==> config.mk <==
export PLATFORM = sky130hd
export DESIGN_NAME = rob_tid_issuer_flat
export DESIGN_NICKNAME = d
export VERILOG_FILES = /design/src/rtl/rob_tid_issuer_if.sv /design/src/rtl/rob_tid_issuer.sv /design/src/flat_wrapper.sv
export SDC_FILE = /design/constraint.sdc
export NUM_CORES = 1
export LEC_CHECK = 0
export BUFFER_PORTS_ARGS = -buffer_cell sky130_fd_sc_hd__buf_2
export CORE_ASPECT_RATIO = 1.25
export CORE_UTILIZATION = 46
export CTS_CLUSTER_SIZE = 30
export DETAILED_ROUTE_END_ITERATION = 7
export GPL_TIMING_DRIVEN = 0
export PLACE_DENSITY_LB_ADDON = 0.08
export SLEW_MARGIN = 20
export SYNTH_ARGS = -nofsm -noshare
export SYNTH_HDL_FRONTEND = slang
export SYNTH_SLANG_ARGS = --single-unit
==> constraint.sdc <==
create_clock -name clk -period 4.45 [get_ports clk]
set_input_delay 0.445 -clock clk [delete_from_list [all_inputs] [get_ports clk]]
set_output_delay 0.445 -clock clk [all_outputs]
set_load 0.005 [all_outputs]
==> src/rtl/rob_tid_issuer_if.sv <==
// rob_tid_issuer_if
//   Bundles the AR request channel, the tagged request channel towards tag
//   compare and the ROB retire/lookup port of the tID issuer.
//   slave  : the issuer side (rob_tid_issuer)
//   master : the environment side (AXI master + tag compare + ROB)
//   Signal names keep the issuer's view: *_i are driven into the issuer,
//   *_o are driven by it.

`ifndef AXI_ADDR_WIDTH
`define AXI_ADDR_WIDTH 32
`endif
`ifndef AXI_ID_WIDTH
`define AXI_ID_WIDTH 4
`endif
`ifndef TID_WIDTH
`define TID_WIDTH 4
`endif

interface rob_tid_issuer_if #(
  parameter int ADDR_WIDTH = `AXI_ADDR_WIDTH,
  parameter int ID_WIDTH   = `AXI_ID_WIDTH,
  parameter int TID_WIDTH  = `TID_WIDTH
) ();
  logic                  arvalid_i;
  logic                  arready_o;
  logic [ID_WIDTH-1:0]   arid_i;
  logic [ADDR_WIDTH-1:0] araddr_i;
  logic                  req_valid_o;
  logic                  req_ready_i;
  logic [TID_WIDTH-1:0]  req_tid_o;
  logic [ADDR_WIDTH-1:0] req_addr_o;
  logic                  retire_i;
  logic [TID_WIDTH-1:0]  retire_tid_i;
  logic [ID_WIDTH-1:0]   retire_id_o;
  logic [TID_WIDTH:0]    outstanding_o;
  logic                  err_o;

  modport slave (
    input  arvalid_i, arid_i, araddr_i, req_ready_i, retire_i, retire_tid_i,
    output arready_o, req_valid_o, req_tid_o, req_addr_o, retire_id_o,
           outstanding_o, err_o
  );

  modport master (
    output arvalid_i, arid_i, araddr_i, req_ready_i, retire_i, retire_tid_i,
    input  arready_o, req_valid_o, req_tid_o, req_addr_o, retire_id_o,
           outstanding_o, err_o
  );
endinterface

==> src/rtl/rob_tid_issuer.sv <==
// rob_tid_issuer
//   Stamps each accepted AXI read-address request with a sequential tID
//   (first tID after reset is 1, wraps modulo 2**TID_WIDTH), forwards
//   {tID, address} to tag compare through a one-entry output slot, records the
//   AXI ID per tID for the ROB and limits outstanding requests so that tIDs
//   never alias.
// Ports:
//   clk   : rising-edge clock
//   rst_n : synchronous active-low reset
//   bus   : rob_tid_issuer_if.slave
//           AR in (arvalid_i/arready_o/arid_i/araddr_i),
//           tagged request out (req_valid_o/req_ready_i/req_tid_o/req_addr_o),
//           retire in + ID lookup (retire_i/retire_tid_i/retire_id_o),
//           status (outstanding_o, sticky err_o)

`ifndef AXI_ADDR_WIDTH
`define AXI_ADDR_WIDTH 32
`endif
`ifndef AXI_ID_WIDTH
`define AXI_ID_WIDTH 4
`endif
`ifndef TID_WIDTH
`define TID_WIDTH 4
`endif

module rob_tid_issuer #(
  parameter int ADDR_WIDTH      = `AXI_ADDR_WIDTH,
  parameter int ID_WIDTH        = `AXI_ID_WIDTH,
  parameter int TID_WIDTH       = `TID_WIDTH,
  parameter int MAX_OUTSTANDING = 2**TID_WIDTH - 1
) (
  input logic              clk,
  input logic              rst_n,
  rob_tid_issuer_if.slave  bus
);

  localparam int DEPTH = 2**TID_WIDTH;
  localparam logic [TID_WIDTH:0]   MAX_OUT_C = (TID_WIDTH+1)'(MAX_OUTSTANDING);
  localparam logic [TID_WIDTH-1:0] TID_ONE_C = TID_WIDTH'(1'b1);
  localparam logic [TID_WIDTH:0]   CNT_ONE_C = (TID_WIDTH+1)'(1'b1);

  typedef enum logic [0:0] {
    S_IDLE = 1'b0,
    S_VAL  = 1'b1
  } state_e;

  state_e                state_q, state_d;
  logic [TID_WIDTH-1:0]  next_tid_q, next_tid_d;
  logic [TID_WIDTH-1:0]  oldest_tid_q, oldest_tid_d;
  logic [TID_WIDTH:0]    outstanding_q, outstanding_d;
  logic                  req_valid_q, req_valid_d;
  logic [TID_WIDTH-1:0]  req_tid_q, req_tid_d;
  logic [ADDR_WIDTH-1:0] req_addr_q, req_addr_d;
  logic [DEPTH-1:0]      live_q, live_d;
  logic                  err_q, err_d;
  logic [ID_WIDTH-1:0]   id_table_q [DEPTH];

  logic arready_s;
  logic accept_s;
  logic retire_ok_s;

  // The slot can take a new request when empty or draining this cycle; credit
  // uses the registered count, so a retire frees credit one cycle later.
  assign arready_s   = ((state_q == S_IDLE) | bus.req_ready_i) & (outstanding_q < MAX_OUT_C);
  assign accept_s    = bus.arvalid_i & arready_s;
  // Only in-order retirement of a live entry is legal; a live oldest entry
  // also implies a non-zero count, so underflow is covered here.
  assign retire_ok_s = bus.retire_i & (bus.retire_tid_i == oldest_tid_q) & live_q[bus.retire_tid_i];

  // Next-state computation for the slot FSM, counters, live bits and error flag.
  always_comb begin
    state_d       = state_q;
    next_tid_d    = next_tid_q;
    oldest_tid_d  = oldest_tid_q;
    outstanding_d = outstanding_q;
    req_tid_d     = req_tid_q;
    req_addr_d    = req_addr_q;
    live_d        = live_q;
    err_d         = err_q;

    // Retire is applied before the accept so that a same-cycle set of a
    // different entry is never masked.
    if (retire_ok_s) begin
      live_d[bus.retire_tid_i] = 1'b0;
      oldest_tid_d             = oldest_tid_q + TID_ONE_C;
    end else if (bus.retire_i) begin
      err_d = 1'b1;
    end else begin
      err_d = err_q;
    end

    if (accept_s) begin
      live_d[next_tid_q] = 1'b1;
      next_tid_d         = next_tid_q + TID_ONE_C;
    end else begin
      next_tid_d = next_tid_q;
    end

    case ({accept_s, retire_ok_s})
      2'b10:   outstanding_d = outstanding_q + CNT_ONE_C;
      2'b01:   outstanding_d = outstanding_q - CNT_ONE_C;
      default: outstanding_d = outstanding_q;
    endcase

    case (state_q)
      S_IDLE: begin
        if (accept_s) begin
          state_d    = S_VAL;
          req_tid_d  = next_tid_q;
          req_addr_d = bus.araddr_i;
        end else begin
          state_d = S_IDLE;
        end
      end
      S_VAL: begin
        // An accept here implies req_ready_i, so the slot reloads in place.
        if (accept_s) begin
          state_d    = S_VAL;
          req_tid_d  = next_tid_q;
          req_addr_d = bus.araddr_i;
        end else if (bus.req_ready_i) begin
          state_d = S_IDLE;
        end else begin
          state_d = S_VAL;
        end
      end
      default: begin
        state_d = S_IDLE;
      end
    endcase

    req_valid_d = (state_d == S_VAL);
  end

  // State registers with synchronous active-low reset.
  always_ff @(posedge clk) begin
    if (!rst_n) begin
      state_q       <= S_IDLE;
      next_tid_q    <= TID_ONE_C;
      oldest_tid_q  <= TID_ONE_C;
      outstanding_q <= '0;
      req_valid_q   <= 1'b0;
      req_tid_q     <= '0;
      req_addr_q    <= '0;
      live_q        <= '0;
      err_q         <= 1'b0;
    end else begin
      state_q       <= state_d;
      next_tid_q    <= next_tid_d;
      oldest_tid_q  <= oldest_tid_d;
      outstanding_q <= outstanding_d;
      req_valid_q   <= req_valid_d;
      req_tid_q     <= req_tid_d;
      req_addr_q    <= req_addr_d;
      live_q        <= live_d;
      err_q         <= err_d;
    end
  end

  // AXI ID storage; contents are meaningful only while the live bit is set,
  // so the array carries no reset.
  always_ff @(posedge clk) begin
    if (accept_s) begin
      id_table_q[next_tid_q] <= bus.arid_i;
    end
  end

  assign bus.arready_o     = arready_s;
  assign bus.req_valid_o   = req_valid_q;
  assign bus.req_tid_o     = req_tid_q;
  assign bus.req_addr_o    = req_addr_q;
  assign bus.retire_id_o   = id_table_q[bus.retire_tid_i];
  assign bus.outstanding_o = outstanding_q;
  assign bus.err_o         = err_q;

endmodule

==> src/flat_wrapper.sv <==
// flat-port wrapper written by rule: the top's interface ports become plain ports
module rob_tid_issuer_flat 
#(
  parameter int ADDR_WIDTH      = `AXI_ADDR_WIDTH,
  parameter int ID_WIDTH        = `AXI_ID_WIDTH,
  parameter int TID_WIDTH       = `TID_WIDTH,
  parameter int MAX_OUTSTANDING = 2**TID_WIDTH - 1
)
  (clk, rst_n, bus_arvalid_i, bus_arid_i, bus_araddr_i, bus_req_ready_i, bus_retire_i, bus_retire_tid_i, bus_arready_o, bus_req_valid_o, bus_req_tid_o, bus_req_addr_o, bus_retire_id_o, bus_outstanding_o, bus_err_o);
  rob_tid_issuer_if #(.ADDR_WIDTH(ADDR_WIDTH), .ID_WIDTH(ID_WIDTH), .TID_WIDTH(TID_WIDTH)) bus_i ();
  input logic clk;
  input logic rst_n;
  input wire logic [$bits(bus_i.arvalid_i)-1:0] bus_arvalid_i;
  input wire logic [$bits(bus_i.arid_i)-1:0] bus_arid_i;
  input wire logic [$bits(bus_i.araddr_i)-1:0] bus_araddr_i;
  input wire logic [$bits(bus_i.req_ready_i)-1:0] bus_req_ready_i;
  input wire logic [$bits(bus_i.retire_i)-1:0] bus_retire_i;
  input wire logic [$bits(bus_i.retire_tid_i)-1:0] bus_retire_tid_i;
  output wire logic [$bits(bus_i.arready_o)-1:0] bus_arready_o;
  output wire logic [$bits(bus_i.req_valid_o)-1:0] bus_req_valid_o;
  output wire logic [$bits(bus_i.req_tid_o)-1:0] bus_req_tid_o;
  output wire logic [$bits(bus_i.req_addr_o)-1:0] bus_req_addr_o;
  output wire logic [$bits(bus_i.retire_id_o)-1:0] bus_retire_id_o;
  output wire logic [$bits(bus_i.outstanding_o)-1:0] bus_outstanding_o;
  output wire logic [$bits(bus_i.err_o)-1:0] bus_err_o;
  assign bus_i.arvalid_i = bus_arvalid_i;
  assign bus_i.arid_i = bus_arid_i;
  assign bus_i.araddr_i = bus_araddr_i;
  assign bus_i.req_ready_i = bus_req_ready_i;
  assign bus_i.retire_i = bus_retire_i;
  assign bus_i.retire_tid_i = bus_retire_tid_i;
  assign bus_arready_o = bus_i.arready_o;
  assign bus_req_valid_o = bus_i.req_valid_o;
  assign bus_req_tid_o = bus_i.req_tid_o;
  assign bus_req_addr_o = bus_i.req_addr_o;
  assign bus_retire_id_o = bus_i.retire_id_o;
  assign bus_outstanding_o = bus_i.outstanding_o;
  assign bus_err_o = bus_i.err_o;
  rob_tid_issuer #(.ADDR_WIDTH(ADDR_WIDTH), .ID_WIDTH(ID_WIDTH), .TID_WIDTH(TID_WIDTH), .MAX_OUTSTANDING(MAX_OUTSTANDING)) u_core (.clk(clk), .rst_n(rst_n), .bus(bus_i));
endmodule
Word level (Yosys, flattened, before mapping)
Memory sizes are Yosys's and may differ from the RTL's. Index checks and enable logic that the tools add are counted.

Logic and storage cells: 51. Output and inout port bits: 48. Input bits: 45. Memories: 1. RAM bits: 64. Bits in registers: 67.

Mux-type cells: 16. Bitwise operators: 10. Eq/ne operators: 3. Reductions and logical operators: 4. Add/sub/neg operators: 4. Magnitude comparators: 5.

Memory list: u_core.id_table_q (depth 16, width 4, read ports 1, clocked after memory_dff 0, wr ports 1, RTL line rob_tid_issuer.sv:56) `logic [ID_WIDTH-1:0] id_table_q [DEPTH];`.

Operators with widths (number): two-way mux 16 bit (2); two-way mux 32 bit (1); AND 16 bit (1); NOT 16 bit (1); OR 16 bit (1); < comparator 4 x 5 -> 1 bit, second input constant (2); one-hot mux 5 bit (2 select lines) (1); adder 4 x 1 -> 4 bit, second input constant (2); demux 1 bit (select 4 bit) (2); >= comparator 4 x 1 -> 1 bit, second input constant (2); two-way mux 1 bit (7); adder 5 x 1 -> 5 bit, second input constant (1); < comparator 5 x 4 -> 1 bit, second input constant (1); subtractor 5 x 1 -> 5 bit, second input constant (1); AND 1 bit (4); binary-select mux 1 bit (select 4 bit) (1); equality test 4 bit (1); two-way mux 4 bit (1); equality test 2 x 1 -> 1 bit, second input constant (1); equality test 2 bit, second input constant (1); logical AND 1 bit (2); NOT 1 bit (2); one-hot mux 1 bit (2 select lines) (1); AND reduction 2 bit (1); other kinds (2) (2).

Longest topological paths before layout
Word-level depth: 9. Depth in mapped cells: 14. Gate-level depth less buffers: 12.

Least setup slack after synthesis
OpenSTA, ideal clock, no wires.

Path kind: input to register. From: input port bus_retire_tid_i[1]. To: register u_core.outstanding_q[4] (netlist: u_core.bus.outstanding_o[4]). Setup time: 72 ps. Stages: 14. Path buffers: 2. Required time: 4378 ps. Slack: 1299 ps. Arrival: 3079 ps. Cell sequence: clkbuf_1 and2_1 o2bb2ai_1 a211o_1 a211oi_4 ha_1 clkbuf_1 xor2_1 ha_1 o21a_1 o21ai_0 nand2b_1 a211oi_1 mux2i_1.

Cells in the longest elaborated chain, start to end: 5. Elaborated cells on any way between the ends: 9. Classes of those cells: 3 x eq/ne; 3 x mux; 2 x bitwise; 1 x reduce/logical.

RTL lines: start: declaration (RTL line flat_wrapper.sv:18) `input wire logic [$bits(bus_i.retire_tid_i)-1:0] bus_retire_tid_i;`; binary-select mux 1 bit (select 4 bit) / equality test 4 bit (equally long branches) (RTL line rob_tid_issuer.sv:68) `assign retire_ok_s = bus.retire_i & (bus.retire_tid_i == oldest_tid_q) & live_q[bus.retire_tid_i];`; two-way mux 1 bit (not written as such) / AND 1 bit (equally long branches) (RTL line rob_tid_issuer.sv:68); AND 1 bit * (RTL line rob_tid_issuer.sv:68); equality test 2 x 1 -> 1 bit / equality test 2 bit (equally long branches) (RTL line rob_tid_issuer.sv:99) `case ({accept_s, retire_ok_s})`; one-hot mux 5 bit (2 select lines) / nonzero test 2 bit (equally long branches); end signal: assignment (RTL line rob_tid_issuer.sv:151) `outstanding_q <= outstanding_d;`; end: declaration (RTL line rob_tid_issuer.sv:50) `logic [TID_WIDTH:0] outstanding_q, outstanding_d;`.

Every way passes the cells marked *; elsewhere a longest branch is shown, timed or not. The select of a mux whose other input is x is not followed. A chain may end at the register's enable or synchronous reset.

Final worst setup path
From: register u_core.outstanding_q[1] (netlist: u_core.bus.outstanding_o[1]). To: register u_core.outstanding_q[4] (netlist: u_core.bus.outstanding_o[4]).

Cells in the longest elaborated chain, start to end: 5. Elaborated cells on any way between the ends: 9. Classes of those cells: 2 x add/sub; 1 x order compare; 2 x eq/ne; 1 x mux; 2 x bitwise; 1 x reduce/logical.

RTL lines: < comparator 5 x 4 -> 1 bit (RTL line rob_tid_issuer.sv:64) `assign arready_s = ((state_q == S_IDLE) | bus.req_ready_i) & (outstanding_q < MAX_OUT_C);`; AND 1 bit (RTL line rob_tid_issuer.sv:64); AND 1 bit (RTL line rob_tid_issuer.sv:65) `assign accept_s = bus.arvalid_i & arready_s;`; equality test 2 x 1 -> 1 bit / equality test 2 bit (equally long branches) (RTL line rob_tid_issuer.sv:99); one-hot mux 5 bit (2 select lines) / nonzero test 2 bit (equally long branches).

Several ways; a longest one is shown, not always the timed one.

==> flow_metrics.tcl <==
set metrics [dict create \
    swShare_pct 22.81 \
    die_w_um 100.9 \
    skew_ns 0.006054 \
    grt_util_all_layers_pct 21.31 \
    area_delta_synth_final_pct 22.45 \
    ys.flop_type "dfxtp_1" \
    slowest_stage "nor4b_4" \
    slowest_delay_ns 0.39 \
    syn-num-nets 515 \
    crit_type "reg -> reg" \
    netlist_instances 461 \
    p_per_area_mw_per_mm2 430.3 \
    synth_warnings 0 \
    ff_latch_area_mm2 0.003263 \
    setup_viol 0 \
    layout_common_cells "buf_2, nand2_1, dfxtp_1, edfxtp_1, a21boi_0" \
    hold_class "in -> reg" \
    cts_tree "built" \
    io_pins 93 \
    antenna_left 0 \
    cp_max_fo 11 \
    synth-edff-count 64 \
    required_ns 4.79 \
    cp-start-kind "flip-flop" \
    dieArea_mm2 0.01269 \
    outcome "complete, no violations" \
    ctsResizeCount 0 \
    grt_first_pass_wirelength_um 20140 \
    clock_latency_ns 0.41 \
    setup-tns-final_ns 0 \
    cts_inserted_buffers 17 \
    cts_root_buf "clkbuf_16" \
    p_int_w 0.002289 \
    final_core_util_pct 58.51 \
    critPathArrivalTime_ns 3.69 \
    tightestPinTransition_ns 0.8897 \
    grt_pass1_vias 3949 \
    synth-seq-cells 131 \
    dr.pass1.iters 5 \
    synth_cell_types 50 \
    path_cells "buf_2 > and4_1 > nor4b_4 > inv_1 > clkbuf_1 > ha_1 > clkbuf_1 > xor2_1 > ha_1 > o21a_1 > o21ai_0 > nand2b_1 > a211oi_1 > mux2i_1" \
    finalHoldViolCount 0 \
    via_count 3839 \
    cts_max_level 4 \
    synth-async-reset-ratio_pct 0 \
    combPwrFrac_pct 7.8 \
    fill_cells 1034 \
    postSynthAreaPerCell_um2 12.21 \
    power_w 0.002966 \
    ir_drop_mv 0.2426 \
    core_area_mm2 0.01178 \
    wirelength_um 12550 \
    clkSinkCount 131 \
    hold_buffers 0 \
    fmax_mhz 298.4 \
    viasPerCell 5.153 \
    grt-ovfl-total 0 \
    syn-cell-area_mm2 0.005629 \
    grt_max_degree 17 \
    drc 0 \
    crit_family "buffers and inverters" \
    dpl.hpwl_um 9109 \
    antenna_found_initial 0 \
    portBuffers 91 \
    p_sw_w 0.0006765 \
    nNetsFinal 625 \
    leakage_nw 2.660 \
    drive_gt1_share_pct 28.94 \
    rsz0062_at_grt "no" \
    end_kind "flip-flop" \
    die-height_um 125.7 \
    num_antenna_cells 0 \
    dp_slack_ns 0.8291 \
    final_common_cell "buf_2" \
    max_cap_violations 0 \
    yosysSeqAreaShare_pct 57.97 \
    p_clk_share_pct 47.6 \
    worst-path-buf-inv 4 \
    routabilityCongestion 0.8265 \
    clk_pin_slew_ns 0.06 \
    hold_path_depth 3 \
    fin_crit_ns 3.352 \
    cts_setup_buffers 0 \
    cts_buffer_depth 2 \
    seqPwrFrac_pct 44.6 \
    r2r_cells 14 \
    drtIter0Drc 146 \
    slew_violations 0 \
    fin_crit_sh_pct 75.32 \
    timing.final.ws_setup_ns 1.098 \
    wire_per_inst_um 16.84 \
    multi_input_area_mm2 0.002207 \
    cp.depth 14 \
    num_rows 44 \
    start_util_pct 47.78 \
    slew_headroom_pct 40.23 \
]
power groups by stage:
stage / combinational [W] / sequential [W] / clock, W
after floorplan: 0.000135 / 0.00135 / 0
after global placement: 0.000230 / 0.00135 / 0
after detailed placement: 0.000237 / 0.00135 / 0
after CTS: 0.000238 / 0.00132 / 0.00143
after global routing: 0.000260 / 0.00133 / 0.00149
final: 0.000232 / 0.00132 / 0.00141
path summary, 6_finish.rpt:
check / startpoint / endpoint / slack [ns]
hold / removal: bus_araddr_i[7] / u_core.bus.req_addr_o[7]$_SDFFE_PN0P_ / 0.27
setup reg to reg: u_core.bus.outstanding_o[1]$_SDFFE_PN0P_ / u_core.bus.outstanding_o[4]$_SDFFE_PN0P_ / 1.10
hold reg to reg: u_core.bus.req_addr_o[7]$_SDFFE_PN0P_ / u_core.bus.req_addr_o[7]$_SDFFE_PN0P_ / 0.46
setup / recovery: u_core.bus.outstanding_o[1]$_SDFFE_PN0P_ / u_core.bus.outstanding_o[4]$_SDFFE_PN0P_ / 1.10
per-stage QoR:
step                std cells  hold slack [ns]  area (um2)
CTS                       745           0.2680        6893
global route              745           0.2731        6893
detailed placement        713           0.4478        6286
finish                    745           0.2721        6893
floorplan                 461           0.4487        5629
global placement          713           0.4383        6286
layout make-up:
cell class                      instances  area share [%]
Buffer                                 27           1.979
Clock buffer                           17           6.172
Clock inverter                         15           2.632
Inverter                                6          0.3267
Multi-Input combinational cell        297           32.02
Sequential cell                       131           47.34
Tap cell                              161           2.922
Timing Repair Buffer                   91           6.607
worst register-to-register path, stage by stage, from the launching register on:
cell	delay, ns
dfxtp_1	0.30
buf_2	0.16
and4_1	0.25
nor4b_4	0.39
inv_1	0.10
clkbuf_1	0.27
ha_1	0.31
clkbuf_1	0.20
xor2_1	0.19
ha_1	0.23
o21a_1	0.18
o21ai_0	0.14
nand2b_1	0.07
a211oi_1	0.30
mux2i_1	0.21
cells in the mapped netlist (4+ instances only):
| library cell | instances | area share, % |
|---|---|---|
| inv_1 | 6 | 0.40 |
| and2_1 | 4 | 0.44 |
| nand3_1 | 4 | 0.36 |
| buf_2 | 7 | 0.62 |
| nand2b_1 | 10 | 1.1 |
| ha_1 | 9 | 2.0 |
| edfxtp_1 | 64 | 34 |
| a21boi_1 | 4 | 0.53 |
| o221a_2 | 4 | 0.80 |
| nand2_1 | 93 | 6.2 |
| xnor2_1 | 8 | 1.2 |
| mux2i_1 | 10 | 1.8 |
| o21a_1 | 16 | 2.1 |
| a21boi_0 | 44 | 5.9 |
| clkbuf_1 | 15 | 1.0 |
| mux4_2 | 20 | 8.0 |
| dfxtp_1 | 67 | 24 |
| nor2_1 | 18 | 1.2 |
| nor3_1 | 6 | 0.53 |
| o21ai_0 | 9 | 0.80 |
| xor2_1 | 4 | 0.62 |
routing by layer:
metal / wire length, um / vias up / global-route usage (%)
met1: 5065 / 1844 / 24.51
met2: 6725 / 101 / 37.91
met5: 0 / - / 0
li1: - / 1878 / -
met3: 531 / 16 / 4.717
met4: 226 / 0 / 8.696
logic make-up after synthesis:
kind of cell / count (synthesis) / share of synthesized area, %
compound gates: 89 / 12.18
xor+xnor: 12 / 1.867
fa+ha+maj: 9 / 2.000
buf+inv: 33 / 2.823
flops: 131 / 57.97
mux: 34 / 10.71
simple gates: 153 / 12.45
registers in the layout (all words and copies together), names as in the netlist:
signal	cells
u_core.next_tid_q	4
u_core.oldest_tid_q	4
u_core.live_q	16
u_core.bus.err_o	1
u_core.bus.outstanding_o	5
u_core.id_table_q	64
u_core.bus.req_addr_o	32
u_core.bus.req_tid_o	4
u_core.state_q	1
(Power assumes the default switching activity.)
